[config.mk]
export PLATFORM = sky130hd
export DESIGN_NAME = top
export DESIGN_NICKNAME = d
export VERILOG_FILES = /design/src/rtl/fifo_pkg.sv /design/src/rtl/fifo_mem.sv /design/src/rtl/top.sv
export SDC_FILE = /design/constraint.sdc
export NUM_CORES = 1
export LEC_CHECK = 0
export BUFFER_PORTS_ARGS = -buffer_cell sky130_fd_sc_hd__buf_2
export CAP_MARGIN = 20
export CORE_ASPECT_RATIO = 2
export CORE_MARGIN = 4
export CORE_UTILIZATION = 61
export CTS_CLUSTER_SIZE = 30
export DETAILED_ROUTE_END_ITERATION = 10
export PLACE_DENSITY = 0.75
export SYNTH_ARGS = -nofsm -noshare
export SYNTH_HDL_FRONTEND = slang
export SYNTH_SLANG_ARGS = --single-unit
[constraint.sdc]
create_clock -name clk -period 4.7 [get_ports clk]
set_input_delay 0.94 -clock clk [delete_from_list [all_inputs] [get_ports clk]]
set_output_delay 0.94 -clock clk [all_outputs]
set_load 0.03 [all_outputs]
[src/rtl/fifo_pkg.sv]
// Shared defaults and types for the synchronous FIFO block.
package fifo_pkg;

    localparam int FIFO_DATA_WIDTH = 32;
    localparam int FIFO_DEPTH      = 16;

    typedef logic [FIFO_DATA_WIDTH-1:0] word_t;

endpackage

[src/rtl/fifo_mem.sv]
// DEPTH x DATA_WIDTH storage: synchronous write port, registered read port.
module fifo_mem #(
    parameter int DATA_WIDTH = 32,
    parameter int DEPTH      = 16,
    parameter int ADDR_WIDTH = $clog2(DEPTH)
) (
    input  logic                  clk,
    input  logic                  rst,
    input  logic                  we,
    input  logic [ADDR_WIDTH-1:0] waddr,
    input  logic [DATA_WIDTH-1:0] wdata,
    input  logic                  re,
    input  logic [ADDR_WIDTH-1:0] raddr,
    output logic [DATA_WIDTH-1:0] rdata
);

    logic [DATA_WIDTH-1:0] mem_q [DEPTH];
    logic [DATA_WIDTH-1:0] rdata_q;

    // Storage is deliberately left out of reset so it can map to RAM.
    always_ff @(posedge clk) begin
        if (we) begin
            mem_q[waddr] <= wdata;
        end
    end

    // A same-address read and write returns the old word, which is the
    // oldest entry when a full FIFO reads and writes together.
    always_ff @(posedge clk) begin
        if (rst) begin
            rdata_q <= '0;
        end else if (re) begin
            rdata_q <= mem_q[raddr];
        end
    end

    assign rdata = rdata_q;

endmodule

[src/rtl/top.sv]
// Single-clock FIFO: pointer/flag control around one fifo_mem instance.
module top
    import fifo_pkg::*;
#(
    parameter int DATA_WIDTH = FIFO_DATA_WIDTH,
    parameter int DEPTH      = FIFO_DEPTH
) (
    input  logic                  clk,
    input  logic                  rst,
    input  logic                  wr_en,
    input  logic                  rd_en,
    input  logic [DATA_WIDTH-1:0] data_in,
    output logic [DATA_WIDTH-1:0] data_out,
    output logic                  full,
    output logic                  empty
);

    localparam int ADDR_WIDTH = $clog2(DEPTH);
    localparam logic [ADDR_WIDTH:0] PTR_ONE = 1;

    logic [ADDR_WIDTH:0] wptr_q, wptr_d;
    logic [ADDR_WIDTH:0] rptr_q, rptr_d;
    logic                wr_acc;
    logic                rd_acc;

    // Extra pointer MSB separates the full case from the empty case.
    assign empty = (wptr_q == rptr_q);
    assign full  = (wptr_q[ADDR_WIDTH] != rptr_q[ADDR_WIDTH]) &&
                   (wptr_q[ADDR_WIDTH-1:0] == rptr_q[ADDR_WIDTH-1:0]);

    always_comb begin
        rd_acc = rd_en && !empty;
        wr_acc = wr_en && (!full || rd_acc);
        wptr_d = wptr_q;
        rptr_d = rptr_q;
        if (wr_acc) begin
            wptr_d = wptr_q + PTR_ONE;
        end
        if (rd_acc) begin
            rptr_d = rptr_q + PTR_ONE;
        end
    end

    always_ff @(posedge clk) begin
        if (rst) begin
            wptr_q <= '0;
            rptr_q <= '0;
        end else begin
            wptr_q <= wptr_d;
            rptr_q <= rptr_d;
        end
    end

    fifo_mem #(
        .DATA_WIDTH (DATA_WIDTH),
        .DEPTH      (DEPTH),
        .ADDR_WIDTH (ADDR_WIDTH)
    ) u_mem (
        .clk   (clk),
        .rst   (rst),
        .we    (wr_acc && !rst),
        .waddr (wptr_q[ADDR_WIDTH-1:0]),
        .wdata (data_in),
        .re    (rd_acc),
        .raddr (rptr_q[ADDR_WIDTH-1:0]),
        .rdata (data_out)
    );

endmodule

== Word-level counts from Yosys, hierarchy flattened ==
Memories as Yosys holds them, arrays and structs flattened. A register that Yosys moved wholly into a read port is not among the register bits.
Cells that the tools add are included.

* Memories: 1
* Flip-flop bits (word level): 10
* Bits in writable memories: 512

{| class="wikitable"
|+ Memories
! memory !! depth !! bits a word !! rd ports !! clocked after memory_dff !! wr ports !! line !! text
|-
| u_mem.mem_q || 16 || 32 || 1 || 1 || 1 || fifo_mem.sv:17 || <nowiki>logic [DATA_WIDTH-1:0] mem_q [DEPTH];</nowiki>
|}

* Mux-type cells: 2
* Reduce and logical (&&, ||, !) cells: 8
* $add $sub $neg: 2
* Equality and inequality tests: 3

{| class="wikitable"
|+ Operators with widths
! cell !! count
|-
| adder 5 x 1 -> 5 bit, second input constant || 2
|-
| == test 5 bit || 1
|-
| == test 4 bit || 1
|-
| logical AND 1 bit || 4
|-
| zero test 1 bit || 3
|-
| two-way mux 1 bit || 2
|-
| logical OR 1 bit || 1
|-
| != test 1 bit || 1
|}

== Longest topological paths before layout ==
Gate-level depths: netlist of run 1.

* Word-level depth: 8
* Depth in mapped cells: 8
* Mapped depth without buffers: 5

== Hierarchy ==
From an unflattened synthesis of run 1, not the netlist that was laid out.

* Cells, all modules: 1,290
* Area total of the unflattened synthesis: 21,602.0 µm²

{| class="wikitable"
|+ Modules (own cells, without submodules)
! module !! seq. area each (µm²) !! cells each !! area an instance (µm²) !! instances
|-
| fifo_mem || 16,015.4 || 1,216 || 20,948.8 || 1
|-
| top || 200.2 || 74 || 653.1 || 1
|}

== Worst setup path after synthesis of run 1 ==
Ideal clock, no wire load.

* Path kind: input to register
* From: input port rst
* To: memory u_mem.mem_q[0][0] (enable)
* Data arrival time: 3.592 ns
* Required time: 4.239 ns
* Setup slack: 0.647 ns
* Stages on the path: 4
* Library setup time: 0.461 ns
* Cells stage by stage: inv_1 -> o311a_1 -> nand2_1 -> nor3_1

* Cells in the longest elaborated chain, start to end: 4

{| class="wikitable"
|+ Ends and longest elaborated chain
! what !! line !! text
|-
| start, declared || top.sv:9 || <nowiki>input logic rst,</nowiki>
|-
| zero test 1 bit || top.sv:61 || <nowiki>.we (wr_acc && !rst),</nowiki>
|-
| logical AND 1 bit || top.sv:61 ||
|-
| two-way mux 1 bit || fifo_mem.sv:22 || <nowiki>if (we) begin</nowiki>
|-
| two-way mux 1 bit (implied by the code) || fifo_mem.sv:23 || <nowiki>mem_q[waddr] <= wdata;</nowiki>
|-
| end, declared || fifo_mem.sv:17 ||
|}

Every way passes these cells.

== Final worst setup path of run 1 ==
* From: register rptr_q[2]
* To: memory u_mem.mem_q[4][10] (enable)

* Cells in the longest elaborated chain, start to end: 8
* Elaborated cells between the ends (all ways): 11

{| class="wikitable"
|+ Ends and longest elaborated chain
! what !! line !! text
|-
| start, declared || top.sv:22 || <nowiki>logic [ADDR_WIDTH:0] rptr_q, rptr_d;</nowiki>
|-
| start signal, assigned || top.sv:50 || <nowiki>rptr_q <= rptr_d;</nowiki>
|-
| == test 5 bit or == test 4 bit (tied branches) || top.sv:27, top.sv:29 ||
|-
| zero test 1 bit or logical AND 1 bit (tied branches) || top.sv:32, top.sv:28 ||
|-
| logical AND 1 bit or zero test 1 bit (tied branches) || top.sv:32, top.sv:33 ||
|-
| logical OR 1 bit * || top.sv:33 || <nowiki>wr_acc = wr_en && (!full || rd_acc);</nowiki>
|-
| logical AND 1 bit * || top.sv:33 ||
|-
| logical AND 1 bit * || top.sv:61 ||
|-
| two-way mux 1 bit * || fifo_mem.sv:22 ||
|-
| two-way mux 1 bit (implied by the code) * || fifo_mem.sv:23 ||
|}

Mark *: on every way between the ends. The rest lies on a longest branch, timed or not.

==> results of run 1 <==
-- metrics by stage --
step | hold slack [ns] | cell area, um^2
3_5_place_dp | 0.522 | 22300
5_1_grt | 0.570 | 23900
4_1_cts | 0.544 | 23900
3_3_place_gp | 0.509 | 22200
6_report | 0.543 | 23900
2_1_floorplan | 0.495 | 21400
-- flip-flops by register name, indices dropped and copies added (netlist names) --
signal and cells:
u_mem.mem_q 512, u_mem.rdata 32, rptr_q 5, wptr_q 5
-- logic make-up after synthesis --
kind of cell,count (synthesis),synth area share [%]
fa+ha+maj,5,0.293
buf+inv,71,1.75
xor+xnor,10,0.410
simple gates,107,2.58
compound gates,175,4.76
mux,161,14.4
flops,554,75.8
-- area by class of cell --
class                      instances  area share, %
inverter                           3         0.0471
clock buffer                      52           4.95
tap                              441           2.31
multi-input combinational        458           20.5
timing repair buffer              97           2.67
clock inverter                    30           1.58
sequential                       554           67.9
-- power breakdown --
group	internal (uW)	switching (uW)	total, uW	leakage [uW]
logic	365	645	1010	0.00187
clock network	2260	1680	3940	0.000758
registers	5480	77.8	5560	0.00496
total	8110	2400	10500	0.00759
-- worst min-delay path, delay by kind of cell, from the launching register on --
family	cells	cell delay [ns]
AO/OA/AOI/OAI	2	0.18
flip-flops	1	0.32
-- per-layer routing --
metal / GRT usage, % / vias up / share of wire, %
met4: 6.81 / 0 / 2.3
met2: 42.6 / 408 / 55
li1: - / 4615 / -
met3: 3.82 / 84 / 6.1
met1: 29.9 / 5505 / 36
met5: 0 / - / 0
-- how the worst min path moves through the flow --
stage	depth (start not counted)	to	slack (ns)	from
2_1_floorplan	2	wptr_q[4]	0.49	wptr_q[4]
5_1_grt	2	u_mem.rdata[16]	0.57	u_mem.rdata[16]
3_3_place_gp	2	wptr_q[4]	0.51	wptr_q[4]
6_report	2	u_mem.rdata[27]	0.54	u_mem.rdata[27]
3_5_place_dp	2	u_mem.rdata[17]	0.52	u_mem.rdata[17]
4_1_cts	2	u_mem.rdata[20]	0.54	u_mem.rdata[20]
-- cell usage in the layout, fill, tap and decap left out, types with 2 or more instances in the layout --
| cell type | count |
|---|---|
| bufinv_16 | 8 |
| buf_4 | 22 |
| buf_12 | 5 |
| dfxtp_4 | 3 |
| mux2_2 | 64 |
| xor2_1 | 3 |
| dfxtp_1 | 38 |
| clkbuf_1 | 5 |
| nor2_1 | 8 |
| clkinv_1 | 6 |
| nor3_2 | 4 |
| o22ai_1 | 32 |
| clkinv_2 | 8 |
| or3_1 | 3 |
| mux4_2 | 47 |
| mux4_1 | 49 |
| nand2_1 | 9 |
| nand2b_1 | 2 |
| inv_1 | 3 |
| inv_6 | 2 |
| clkinv_4 | 2 |
| a21oi_1 | 69 |
| buf_2 | 69 |
| nor2_4 | 12 |
| clkinvlp_4 | 3 |
| nand3_1 | 2 |
| o21ai_0 | 37 |
| nor3_1 | 32 |
| clkbuf_16 | 46 |
| nor2b_1 | 32 |
| xnor2_1 | 7 |
| edfxtp_1 | 512 |
| ha_1 | 5 |
| a211oi_1 | 32 |
==> reports/results.txt, run 1 <==
Synth top area share - 71.9%
CP endpoint kind - flip-flop
crit path kind - flip-flop to flip-flop
Synth cell types - 33
Levels on crit path - 6
footprint of the multi-input gates - 4910 um^2
Hold Buf Count CTS - 0
fin crit share - 65.6%
die outline area - 38300 um^2
Post-CTS Setup Bufs - 0
slowest CP cell - dfxtp_4
area leader, netlist - edfxtp_1
layout cell share with drive strength beyond 1 - 25.4%
worst path bufs/invs - 1
Final Max Slew Viols - 0
#FFs+latches synth - 554
remaining antenna violation count - 0
CTS Buffer Depth - 3
# fillers - 2097
detailed-route via count - 10600
P per Cell Area - 440 nW/um^2
count of final setup violators - 0
# diodes - 0
DRC - 0
class of the worst hold path - flip-flop to flip-flop
remaining global-route overflow - 0
Core Area - 34500 um^2
GRT Total Usage - 23.7%
# placed instances - 1553
Die Span X - 140 um
PnR worst setup slack - 1.62 ns
CP max FO - 37
Top Ports - 70
Cells after Synth - 1083
total power - 10500 uW
post-CTS sizing - 0
syn avg cell area - 19.7 um^2
number of synthesized flops with an enable pin - 512
Synth top cells by count - edfxtp_1 (512), a21oi_1 (69), mux2_2 (64), mux4_1 (49), mux4_2 (47)
row cnt - 96
Max-slew headroom - 30.3%
pin count of the biggest net entering global routing - 103
wire per inst - 27.3 um
vias in the first global route - 11100
delay-heaviest family, CP - simple AND/OR/NAND/NOR gates
Synth Cell Area - 21400 um^2
Vias/cell - 6.49
post-synthesis sequential area ratio - 75.8%
Net Count, Synth - 1124
MaxCap Viol Count - 0
VDD IR max - 0.391 mV
initial antenna violation count - 0
flop-to-flop setup slack - 1.62 ns
largest stage delay on the critical path - 0.66 ns
Clock transition at path regs - 0.07 ns
RSZ-0062 raised after global routing - no
Final Hold Fails - 0
status - complete, no violations
CTS Buf Count - 44
worst slew pin tran - 1.05 ns
Most used DFF post-synth - edfxtp_1
CTS tree - built
# nets final - 1199
Pleak - 0.00759 uW
FMAX - 324 MHz
IO buf count - 69
drt first pass iters - 5
wire length of the first global-routing pass - 67900 um
area added between synthesis and finish - 11.8%
Reg-to-Reg End - u_mem.mem_q[4][10]
Synth async-reset ratio - 0%
CP Launch Point - rptr_q[2]
register area - 16200 um^2
clk_lat worst skew - 0.56 ns
worst slack at placement - 1.48 ns
Req. time, crit path - 4.92 ns
total negative slack - 0 ns
CP endpoint - u_mem.mem_q[4][10]
# H-tree levels - 2
Root Buffer - clkbuf_16
reg2reg start - rptr_q[2]
most numerous cell in the Yosys netlist - edfxtp_1
GPL Wtd Cong - 0.754
die height - 273 um
Clock Sinks - 554
Non-Filler Instances - 1635
Worst Reg-to-Reg Cells - 6
fin util - 69.3%
WL final - 44600 um
crit-path cells - xnor2_1 -> nand4_1 -> o311a_1 -> nand2_1 -> nor2_4 -> buf_4
effective utilization at floorplan - 62.0%
DP HPWL - 24400 um
YS warnings - 0
post-route minimum period - 3.08 ns
startpoint types - flip-flop
CP Data Arrival Time - 3.30 ns
Area contributors post-synth - edfxtp_1 (72%), mux4_1 (6.0%), mux4_2 (4.9%)
Clock Skew - 0.0163 ns
drt initial violations - 971
Power figures use the tool's default switching activity.
==> run 2: changes to the inputs <==
CORE_UTILIZATION = 56   (was 61)
PLACE_DENSITY = 0.73   (was 0.75)
clock period = 2.7 ns   (was 4.7 ns; I/O delays follow)
==> reports/results.txt, run 2 (same netlist as run 1, synthesis figures left out) <==
status - complete, no violations (unchanged)
area added between synthesis and finish - 13.1% (was 11.8%)
effective utilization at floorplan - 56.4% (was 62.0%)
count of final setup violators - 0 (unchanged)
P per Cell Area - 735 nW/um^2 (was 440 nW/um^2)
Clock transition at path regs - 0.07 ns (about the same)
startpoint types - flip-flop (unchanged)
Top Ports - 70 (unchanged)
# placed instances - 1601 (was 1553)
Max-slew headroom - 24.4% (was 30.3%)
RSZ-0062 raised after global routing - yes (was no)
CP Data Arrival Time - 2.96 ns (was 3.30 ns)
CTS Buffer Depth - 3 (unchanged)
slowest CP cell - mux4_1 (was dfxtp_4)
total power - 17800 uW (was 10500 uW)
fin crit share - 94.5% (was 65.6%)
GR Util met2 - 40.1% (was 42.6%)
# H-tree levels - 2 (unchanged)
Clock Skew - 0.0107 ns (was 0.0163 ns)
pin count of the biggest net entering global routing - 105 (was 103)
wire length of the first global-routing pass - 69000 um (was 67900 um)
Net Sw Frac - 23.2% (was 22.9%)
worst hold path depth - 3 (was 2)
remaining antenna violation count - 0 (unchanged)
row cnt - 101 (was 96)
Worst Reg-to-Reg Cells - 6 (unchanged)
drt first pass iters - 5 (unchanged)
layout cell share with drive strength beyond 1 - 27.5% (was 25.4%)
M3 GR Usage - 2.71% (was 3.82%)
GR met1 Demand/Resource - 27.5% (was 29.9%)
Internal Power - 13600 uW (was 8110 uW)
most common cell after layout, fill and taps aside - edfxtp_1 (unchanged)
worst slew pin tran - 1.13 ns (was 1.05 ns)
Root Buffer - clkbuf_16 (unchanged)
largest stage delay on the critical path - 0.62 ns (was 0.66 ns)
DP HPWL - 25800 um (was 24400 um)
Clock Sinks - 554 (unchanged)
clk_lat worst skew - 0.56 ns (about the same)
remaining global-route overflow - 0 (unchanged)
max reg flops - 512 (unchanged)
flop-to-flop setup slack - 0.15 ns (was 1.62 ns)
clock share of power - 35.3% (was 37.5%)
FMAX - 392 MHz (was 324 MHz)
delay-heaviest family, CP - multiplexers (was simple AND/OR/NAND/NOR gates)
Vias/cell - 6.35 (was 6.49)
gr busiest metal - met2 (unchanged)
GPL Wtd Cong - 0.764 (was 0.754)
initial antenna violation count - 3 (was 0)
sequential share of power - 54.1% (was 52.9%)
Final Max Slew Viols - 0 (unchanged)
VDD IR max - 0.513 mV (was 0.391 mV)
crit path kind - flip-flop to flip-flop (unchanged)
drt initial violations - 889 (was 971)
fin util - 63.8% (was 69.3%)
most used cell, CP - a21oi_1
GRT Total Usage - 22.3% (was 23.7%)
die outline area - 41600 um^2 (was 38300 um^2)
Reg-to-Reg End - u_mem.rdata[6] (was u_mem.mem_q[4][10])
crit-path cells - buf_16 -> buf_4 -> mux4_1 -> mux2_2 -> a21oi_1 -> a21oi_1 (was xnor2_1 -> nand4_1 -> o311a_1 -> nand2_1 -> nor2_4 -> buf_4)
Pleak - 0.00773 uW (was 0.00759 uW)
worst path bufs/invs - 2 (was 1)
die height - 284 um (was 273 um)
Die Span X - 146 um (was 140 um)
Logic pwr share - 10.6% (was 9.6%)
Top reg by flops - u_mem.mem_q (unchanged)
CTS Buf Count - 45 (was 44)
IO buf count - 69 (unchanged)
Min-Delay Endpoint - rptr_q[1] (was u_mem.rdata[27])
detailed-route via count - 10800 (was 10600)
post-route minimum period - 2.55 ns (was 3.08 ns)
# nets final - 1244 (was 1199)
DRC - 0 (unchanged)
CTS tree - built (unchanged)
Design Area, Final - 24200 um^2 (was 23900 um^2)
vias in the first global route - 11300 (was 11100)
P_sw - 4120 uW (was 2400 uW)
reg2reg start - rptr_q[1] (was rptr_q[2])
HP Start - rst (was u_mem.rdata[27])
commonest cells after routing, fill and taps aside - edfxtp_1 (512), a21oi_1 (69), buf_2 (69) (unchanged)
DP Area - 22600 um^2 (was 22300 um^2)
Non-Filler Instances - 1703 (was 1635)
Core Area - 37900 um^2 (was 34500 um^2)
class of the worst hold path - input port to flip-flop (was flip-flop to flip-flop)
CP max FO - 74 (was 37)
wire per inst - 27.4 um (was 27.3 um)
Final Hold Fails - 0 (unchanged)
Req. time, crit path - 3.11 ns (was 4.92 ns)
MaxCap Viol Count - 0 (unchanged)
WL final - 46700 um (was 44600 um)
CP endpoint kind - flip-flop (unchanged)
[run 2: repair_timing]
| item | CTS | global route |
|---|---|---|
| setup buffers | 0 | 15 |
| hold buffers | 0 | 0 |
| endpoints found under the setup margin | 0 | 65 |
| resized for setup | 0 | 5 |
[run 2: layout make-up]
class / instances / area [um^2]
diodes: 3 / 7.51
clock buffers: 65 / 1290
clock inverters: 16 / 104
fillers: 2552 / 13700
inverters: 3 / 11.3
multi-input cells: 459 / 4940
flip-flops and latches: 554 / 16200
well taps: 463 / 579
repair buffers: 140 / 1020
[run 2: worst max-delay path by stage]
stage / end / slack [ns] / startpoint / cells past startpoint
after floorplan: u_mem.mem_q[12][0] / -0.24 / wptr_q[3] / 6
after global placement: u_mem.mem_q[12][8] / 0.02 / rst / 6
after CTS: u_mem.mem_q[4][19] / 0.06 / wptr_q[1] / 7
final: u_mem.rdata[6] / 0.15 / rptr_q[1] / 6
after global routing: u_mem.mem_q[11][4] / -0.001 / wptr_q[1] / 6
after detailed placement: u_mem.mem_q[4][13] / -0.03 / rst / 7
[run 2: routing by layer]
layer  routed length, um  part of all wire (%)
met3                2310                   4.9
met2               25700                    55
met5                   0                     0
met4                1550                   3.3
met1               17100                    37
[run 2: tightest hold or removal path, cell delays in order]
cell and delay (ns):
buf_2 0.09, buf_4 0.16, a21oi_1 0.05
[run 2: per-stage QoR]
stage               hold slack (ns)  TNS [ns]  worst slack [ns]
floorplan                     0.495    -86.13            -0.243
global placement              0.506         0            0.0238
detailed placement            0.521    -0.606           -0.0289
CTS                           0.310         0            0.0584
global route                  0.332  -0.00108          -0.00108
finish                        0.325         0             0.150
[run 2: power groups by stage]
stage | Sequential (uW) | Clock, uW | Combinational, uW
after global routing | 9630 | 6720 | 2030
after CTS | 9620 | 6370 | 1910
after global placement | 9800 | 0 | 1870
after detailed placement | 9800 | 0 | 1900
after floorplan | 10000 | 0 | 1030
final | 9620 | 6270 | 1890
==> run 3: changes to the inputs <==
BUFFER_PORTS_ARGS = default   (was -buffer_cell sky130_fd_sc_hd__buf_2)
CORE_UTILIZATION = 57   (was 56)
DONT_BUFFER_PORTS = 1   (was default)
PLACE_DENSITY = 0.87   (was 0.73)
==> reports/results.txt, run 3 (same netlist as run 1, synthesis figures left out) <==
pin count of the biggest net entering global routing - 197 (was 105)
Post-CTS Setup Bufs - 0 (unchanged)
vias in the first global route - 11300 (about the same)
die height - 282 um (was 284 um)
drt initial violations - 1187 (was 889)
DRC - 0 (unchanged)
Clock Skew - 0.0246 ns (was 0.0107 ns)
remaining global-route overflow - 0 (unchanged)
CTS tree - built (unchanged)
fin util - 63.5% (was 63.8%)
Top Ports - 70 (unchanged)
Req. time, crit path - 2.97 ns (was 3.11 ns)
status - complete, no violations (unchanged)
reg2reg start - wptr_q[1] (was rptr_q[1])
most common cell after layout, fill and taps aside - edfxtp_1 (unchanged)
DP HPWL - 26300 um (was 25800 um)
count of final setup violators - 0 (unchanged)
worst slew pin tran - 1.09 ns (was 1.13 ns)
CTS Buffer Depth - 3 (unchanged)
slowest CP cell - nor2_4 (was mux4_1)
crit path kind - flip-flop to flip-flop (unchanged)
worst slack at placement - 0.0265 ns (was -0.0289 ns)
Clock Sinks - 554 (unchanged)
wire per inst - 29.9 um (was 27.4 um)
Final Hold Fails - 0 (unchanged)
IO buf count - 0 (was 69)
GRT Total Usage - 23.5% (was 22.3%)
GPL Wtd Cong - 0.812 (was 0.764)
CP Data Arrival Time - 2.94 ns (was 2.96 ns)
remaining antenna violation count - 0 (unchanged)
layout cell share with drive strength beyond 1 - 21.2% (was 27.5%)
Min-Delay Endpoint - rptr_q[1] (unchanged)
# H-tree levels - 2 (unchanged)
PnR worst setup slack - 0.0234 ns (was 0.150 ns)
FMAX - 374 MHz (was 392 MHz)
Root Buffer - clkbuf_16 (unchanged)
drt first pass iters - 5 (unchanged)
# diodes - 0 (was 3)
row cnt - 100 (was 101)
detailed-route via count - 10700 (was 10800)
startpoint types - flip-flop (unchanged)
Vias/cell - 6.73 (was 6.35)
commonest cells after routing, fill and taps aside - edfxtp_1 (512), a21oi_1 (69), mux2_2 (64) (was edfxtp_1 (512), a21oi_1 (69), buf_2 (69))
Die Span X - 145 um (was 146 um)
Hold Buf Count CTS - 0 (unchanged)
post-route minimum period - 2.68 ns (was 2.55 ns)
area added between synthesis and finish - 10.4% (was 13.1%)
MaxCap Viol Count - 0 (unchanged)
P per Cell Area - 760 nW/um^2 (was 735 nW/um^2)
RSZ-0062 raised after global routing - yes (unchanged)
Worst Reg-to-Reg Cells - 6 (unchanged)
fin crit share - 99.1% (was 94.5%)
Pleak - 0.00728 uW (was 0.00773 uW)
Max-slew headroom - 27.3% (was 24.4%)
max reg flops - 512 (unchanged)
total negative slack - 0 ns (unchanged)
die outline area - 40900 um^2 (was 41600 um^2)
CP max FO - 22 (was 74)
clk_lat worst skew - 0.57 ns (was 0.56 ns)
flop-to-flop setup slack - 0.02 ns (was 0.15 ns)
# nets final - 1141 (was 1244)
CTS Buf Count - 44 (was 45)
VDD IR max - 0.563 mV (was 0.513 mV)
Top reg by flops - u_mem.mem_q (unchanged)
initial antenna violation count - 0 (was 3)
class of the worst hold path - input port to flip-flop (unchanged)
CP endpoint kind - flip-flop (unchanged)
HP Start - rst (unchanged)
Final Max Slew Viols - 0 (unchanged)
Reg-to-Reg End - u_mem.mem_q[8][22] (was u_mem.rdata[6])
Core Area - 37200 um^2 (was 37900 um^2)
wire length of the first global-routing pass - 71800 um (was 69000 um)
worst hold path depth - 1 (was 3)
crit-path cells - xnor2_1 -> nand4_1 -> o311a_1 -> nand2_1 -> nor2_4 -> buf_6 (was buf_16 -> buf_4 -> mux4_1 -> mux2_2 -> a21oi_1 -> a21oi_1)
Clock transition at path regs - 0.07 ns (about the same)
effective utilization at floorplan - 57.6% (was 56.4%)
largest stage delay on the critical path - 0.86 ns (was 0.62 ns)
WL final - 47600 um (was 46700 um)
# fillers - 2263 (was 2552)
[run 3: worst max-delay path, delay by kind of cell, from the launching register on]
family          cells  cell delay [ns]
buf+inv             1             0.28
simple gates        3             1.26
xor+xnor            1             0.11
compound gates      1             0.25
flops               1             0.46
[run 3: per-stage QoR]
stage | cells | total power [uW] | area (um^2) | hold WS [ns]
global route | 1594 | 18500 | 23600 | 0.0283
global placement | 1513 | 11400 | 22100 | 0.502
finish | 1594 | 17900 | 23600 | 0.0257
CTS | 1594 | 18000 | 23600 | 0.0161
detailed placement | 1513 | 11500 | 22100 | 0.528
floorplan | 1083 | 11000 | 21400 | 0.495
[run 3: worst max-delay path by stage]
stage,end,cells after the start,slack [ns],from
2_1_floorplan,u_mem.mem_q[12][0],6,-0.24,wptr_q[3]
3_3_place_gp,u_mem.mem_q[8][21],5,0.12,rst
3_5_place_dp,u_mem.mem_q[12][6],6,0.03,wptr_q[0]
4_1_cts,u_mem.mem_q[12][6],6,0.01,wptr_q[1]
5_1_grt,u_mem.mem_q[8][24],6,-0.05,wptr_q[1]
6_report,u_mem.mem_q[8][22],6,0.02,wptr_q[1]
[run 3: metal layers]
metal | up-vias | global-route usage, % | share of wire (%)
met1 | 5578 | 27.0 | 34
met2 | 533 | 43.6 | 56
met4 | 0 | 8.85 | 3.7
met5 | - | 0 | 0
li1 | 4496 | - | -
met3 | 115 | 4.50 | 7.0
[run 3: timing repair]
item / in CTS / in global routing
resized for setup: 2 / 7
endpoints found under the setup margin: 13 / 119
pin swaps: 0 / 3
[run 3: power by group]
part	internal [uW]	switching, uW	total, uW
Clock	3730	2920	6650
Sequential	9540	338	9880
Combinational	586	834	1420
Total	13900	4100	17900
[run 3: final cells by class]
cell class	instances	area, um^2	share of cell area (%)
clock buffer	64	1290	5.45
clock inverter	17	208	0.880
inverter	3	11.3	0.0477
multi-input combinational	458	4930	20.9
sequential	554	16200	68.7
tap	459	574	2.43
timing repair buffer	39	364	1.54
